### config.mk
export PLATFORM = sky130hd
export DESIGN_NAME = register_file
export DESIGN_NICKNAME = d
export VERILOG_FILES = /design/src/rtl/register_file.sv
export SDC_FILE = /design/constraint.sdc
export NUM_CORES = 2
export LEC_CHECK = 0
export ABC_CLOCK_PERIOD_IN_PS = 36600
export CAP_MARGIN = 15
export CORE_UTILIZATION = 57
export DETAILED_ROUTE_END_ITERATION = 8
export HOLD_SLACK_MARGIN = 0.1
export PLACE_DENSITY = 0.77
export SYNTH_ARGS = -nofsm -noshare
export SYNTH_HDL_FRONTEND = slang
export SYNTH_SLANG_ARGS = --single-unit
### constraint.sdc
create_clock -name clk -period 36.6 [get_ports clk]
set_input_delay 7.32 -clock clk [delete_from_list [all_inputs] [get_ports clk]]
set_output_delay 7.32 -clock clk [all_outputs]
set_load 0.01 [all_outputs]
### src/rtl/register_file.sv
// 32 x DATA_W register file: two combinational read ports, one synchronous write port, x0 hard-wired to zero.
// Define REGFILE_WRITE_BYPASS_EN to forward WD3 to a read port addressing the register being written.
module register_file #(
    parameter int DATA_W = 32,
    parameter int ADDR_W = 5
) (
    input  logic              clk,
    input  logic              rst,
    input  logic              WE3,
    input  logic [ADDR_W-1:0] A1,
    input  logic [ADDR_W-1:0] A2,
    input  logic [ADDR_W-1:0] A3,
    input  logic [DATA_W-1:0] WD3,
    output logic [DATA_W-1:0] RD1,
    output logic [DATA_W-1:0] RD2
);
    localparam int NREG = 1 << ADDR_W;

    logic [DATA_W-1:0] regs_reg [NREG];
    logic [NREG-1:0]   wr_en;
    logic [DATA_W-1:0] rd1_next;
    logic [DATA_W-1:0] rd2_next;

    // One-hot write decode; entry 0 never enables, so x0 keeps its reset value.
    genvar gi;
    generate
        for (gi = 0; gi < NREG; gi++) begin : g_wr_dec
            if (gi == 0) begin : g_x0
                assign wr_en[gi] = 1'b0;
            end else begin : g_xn
                assign wr_en[gi] = WE3 && (A3 == ADDR_W'(gi));
            end
        end
    endgenerate

    always_ff @(posedge clk or posedge rst) begin
        if (rst) begin
            for (int i = 0; i < NREG; i++) begin
                regs_reg[i] <= '0;
            end
        end else begin
            for (int i = 0; i < NREG; i++) begin
                if (wr_en[i]) begin
                    regs_reg[i] <= WD3;
                end
            end
        end
    end

    // Address 0 is masked explicitly so x0 reads zero even before the first reset.
    always_comb begin
        rd1_next = '0;
        rd2_next = '0;
        if (!rst) begin
            if (A1 != '0) rd1_next = regs_reg[A1];
            if (A2 != '0) rd2_next = regs_reg[A2];
`ifdef REGFILE_WRITE_BYPASS_EN
            if (WE3 && (A3 != '0) && (A1 == A3)) rd1_next = WD3;
            if (WE3 && (A3 != '0) && (A2 == A3)) rd2_next = WD3;
`else
`endif
        end
    end

    assign RD1 = rd1_next;
    assign RD2 = rd2_next;

endmodule

==> metrics.txt <==
# TYPE chip_impl_metric gauge
chip_impl_metric{name="yosysUniqueCellTypes",unit=""} 57
chip_impl_metric{name="synth.yosys.warnings",unit=""} 0
chip_impl_metric{name="global_route.overflow_total",unit=""} 0
chip_impl_metric{name="ys_ff_latch",unit=""} 992
chip_impl_metric{name="leakagePower",unit="nW"} 25.03
chip_impl_metric{name="instances_no_fill",unit=""} 4853
chip_impl_metric{name="timing.critical_path.fanout_max",unit=""} 66
chip_impl_info{name="critPathLaunchType",value="input pin"} 1
chip_impl_metric{name="setup_viol",unit=""} 0
chip_impl_info{name="synth_largest_area_cell",value="dfrtp_1"} 1
chip_impl_metric{name="number_of_global_route_vias_before_repair",unit=""} 35405
chip_impl_metric{name="synth-compound-area-share",unit=""} 0.05421
chip_impl_metric{name="async_flop_share",unit=""} 1.000
chip_impl_info{name="crit-reg2reg-launch",value="regs_reg[620]"} 1
chip_impl_info{name="regToRegEndpoint",value="regs_reg[620]"} 1
chip_impl_metric{name="drt-vias-per-instance",unit=""} 7.304
chip_impl_metric{name="die_width",unit="um"} 308.3
chip_impl_info{name="kind_of_critical_path",value="input pin to output port"} 1
chip_impl_info{name="hold_path_class",value="flop to flop"} 1
chip_impl_metric{name="avgSynthCellArea",unit="um2"} 14.88
chip_impl_metric{name="htree_num_levels",unit=""} 3
chip_impl_metric{name="fillers",unit=""} 6550
chip_impl_info{name="clk_root_buffer_cell",value="clkbuf_16"} 1
chip_impl_metric{name="post_cts_resized",unit=""} 0
chip_impl_metric{name="final_period_minus_worst_setup_slack",unit="ps"} 19170
chip_impl_metric{name="design.die.area",unit="mm2"} 0.09506
chip_impl_info{name="whs_endpoint",value="regs_reg[637]"} 1
chip_impl_info{name="critPathLaunch",value="A2[1]"} 1
chip_impl_metric{name="dr_total_vias",unit=""} 35448
chip_impl_info{name="rsz_0062_raised_after_global_routing",value="false"} 1
chip_impl_metric{name="die_y",unit="um"} 308.3
chip_impl_metric{name="routed_wirelength",unit="um"} 164200
chip_impl_metric{name="post_synth_xor_area_fraction",unit=""} 0
chip_impl_metric{name="globalplace.congestion",unit=""} 0.8542
chip_impl_metric{name="tightest_slew",unit="ps"} 1219
chip_impl_metric{name="initial_utilization",unit=""} 0.5791
chip_impl_metric{name="final_layout_size_suffix_gt1_frac",unit=""} 0.4931
chip_impl_metric{name="worst_r2r_path_depth",unit=""} 1
chip_impl_metric{name="design.core.area",unit="mm2"} 0.09236
chip_impl_metric{name="total_power_divided_by_cell_area",unit="mW/mm2"} 55.26
chip_impl_metric{name="yosysSeqAreaShare",unit=""} 0.4642
chip_impl_info{name="status",value="finished clean"} 1
chip_impl_metric{name="muxShareOfSynthArea",unit=""} 0.4180
chip_impl_metric{name="synthAdderAreaFrac",unit=""} 0
chip_impl_metric{name="drv_slew",unit=""} 0
chip_impl_metric{name="nNetsFinal",unit=""} 3564
chip_impl_metric{name="cts_hold_buffers",unit=""} 0
chip_impl_metric{name="synth_edf_count",unit=""} 0
chip_impl_metric{name="numPlacedInstances",unit=""} 4650
chip_impl_metric{name="skew",unit="ps"} 0
chip_impl_metric{name="grt_max_degree",unit=""} 165
chip_impl_info{name="cell_with_the_most_instances_after_synthesis",value="mux2_2"} 1
chip_impl_info{name="tritoncts_clock_tree",value="yes"} 1
chip_impl_metric{name="total_power",unit="mW"} 3.239
chip_impl_metric{name="port_buffers",unit=""} 113
chip_impl_metric{name="cts_post_setup_buffers_inserted",unit=""} 0
chip_impl_metric{name="drv_cap",unit=""} 0
chip_impl_metric{name="syn_area",unit="mm2"} 0.05348
chip_impl_metric{name="post_route_worst_hold_slack",unit="ps"} 512.6
chip_impl_metric{name="ctsLongestPathBuffers",unit=""} 3
chip_impl_info{name="hold_path.startpoint",value="regs_reg[637]"} 1
chip_impl_info{name="synth_area_leaders",value="dfrtp_1 (46%), mux2_2 (22%), mux4_2 (17%)"} 1
chip_impl_metric{name="post-route-period-util",unit=""} 0.5238
chip_impl_metric{name="syn-num-nets",unit=""} 3643
chip_impl_metric{name="yosys.area_share.simple",unit=""} 0.02421
chip_impl_metric{name="setup_total_negative_slack",unit="ps"} 0
chip_impl_metric{name="required",unit="ps"} 29280
chip_impl_metric{name="post-route-drc-count",unit=""} 0
chip_impl_metric{name="largest_register_ffs",unit=""} 992
chip_impl_metric{name="timing.critical_path.arrival",unit="ps"} 11850
chip_impl_metric{name="route.detailed.wl_per_inst",unit="um"} 33.83
chip_impl_metric{name="vdd_drop_max",unit="mV"} 0.04611
chip_impl_metric{name="cts_made_buffers",unit=""} 104
chip_impl_metric{name="ios",unit=""} 114
chip_impl_metric{name="grt_first_pass_wirelength",unit="um"} 243000
chip_impl_metric{name="finalHoldViolCount",unit=""} 0
chip_impl_info{name="most_instantiated_flip_flop_cell_in_the_synthesis_netlist",value="dfrtp_1"} 1
chip_impl_metric{name="drt_iter0_drcs",unit=""} 4334
chip_impl_metric{name="globalRouteTotalUtil",unit=""} 0.3518
chip_impl_metric{name="placement_rows",unit=""} 111
chip_impl_metric{name="antenna_found_initial",unit=""} 11
chip_impl_metric{name="ant_nets",unit=""} 0
chip_impl_metric{name="flow.area_growth_from_synthesis",unit="%"} 9.608
chip_impl_metric{name="tritoncts_num_sinks",unit=""} 992
chip_impl_metric{name="hold_path_depth",unit=""} 1
chip_impl_info{name="ys_top_cells_by_count",value="mux2_2 (1046), dfrtp_1 (992), mux4_2 (404), clkbuf_1 (154), mux2i_1 (114)"} 1
chip_impl_metric{name="detail_route.first_pass.iterations",unit=""} 6
chip_impl_info{name="combinational_family_with_the_most_area_after_synthesis",value="multiplexers"} 1
chip_impl_metric{name="final_util",unit=""} 0.6347
chip_impl_metric{name="worst_skew_pair.late_latency",unit="ps"} 680
chip_impl_metric{name="detailed_place_hpwl",unit="um"} 95140
chip_impl_info{name="crit_path_end_kind",value="output port"} 1
chip_impl_metric{name="synthCells",unit=""} 3593
chip_impl_metric{name="slew-limit-headroom",unit=""} 0.1846
chip_impl_metric{name="clk_pin_slew_worst_paths",unit="ps"} 60
chip_impl_metric{name="reg2reg_slack",unit="ps"} 35780
chip_impl_metric{name="yosys.area.top_type_share",unit=""} 0.4642
chip_impl_metric{name="max_freq",unit="MHz"} 52.17
==> worst max-delay path, stage by stage <==
cell             delay, ps
clkbuf_8               480
buf_4                  800
nor2b_2               1020
buf_4                  380
a22oi_1                100
and3_1                 230
a211oi_1               590
clkdlybuf4s50_1        680
==> placed cells by master, fill, tap and decap left out, drive strengths merged, types with 14 or more instances in the layout <==
cell type      netlist  final
a211oi              55     55
clkinv               0     29
clkdlybuf4s50        0    103
a221o               29     29
nand2b              14     14
mux2i              114    114
a22o                14     14
mux4               413    413
a221oi              39     39
o21ai               21     21
a22oi               79     79
nor3                29     29
nand2               29     29
clkbuf             155    159
nor2b               56     56
a21oi               47     47
o22ai               48     48
buf                233     97
nor2                60     60
mux2              1055   1055
dfrtp              992    992
==> area by class of cell <==
class                           count  area [um2]  share of cell area
Tap cell                         1243        1555             0.02653
Antenna cell                        6       15.01           0.0002561
Multi-Input combinational cell   2211       26750              0.4563
Timing Repair Buffer              203        1879             0.03206
Sequential cell                   992       24820              0.4235
Clock inverter                     40       457.9            0.007812
Inverter                            2       11.26           0.0001921
Clock buffer                      156        3131             0.05340
==> metal layers <==
layer  wire (um)  global-route usage  share of wire  up-vias
met5          66                   0        0.00040        -
met2       73670              0.5117           0.45     2149
met1       64480              0.4948           0.39    19006
li1            -                   -              -    13871
met3       19230              0.1060           0.12      412
met4        6734              0.1443          0.041       10
==> power by group <==
part           switching (mW)  internal [mW]
Sequential              0.159           1.31
Clock                   0.459          0.647
Combinational           0.268          0.394
Total                   0.886           2.35
==> stage by stage <==
stage,worst slack (ps),cell area (um2)
after floorplan,5870,53490
after global placement,17710,54980
after detailed placement,17670,54990
after CTS,17660,58580
after global routing,17430,58620
final,17430,58620
==> cells by family after synthesis <==
family,after synthesis
AO/OA/AOI/OAI,386
buffers and inverters,390
multiplexers,1582
flip-flops,992
AND/OR/NAND/NOR,243
==> worst max path at each step <==
| stage | end | cells after the start |
|---|---|---|
| 3_5_place_dp | RD2[14] | 8 |
| 4_1_cts | RD2[14] | 8 |
| 3_3_place_gp | RD2[14] | 8 |
| 5_1_grt | RD1[4] | 8 |
| 2_1_floorplan | RD1[15] | 5 |
| 6_report | RD2[14] | 8 |
Power figures use the tool's default switching activity.
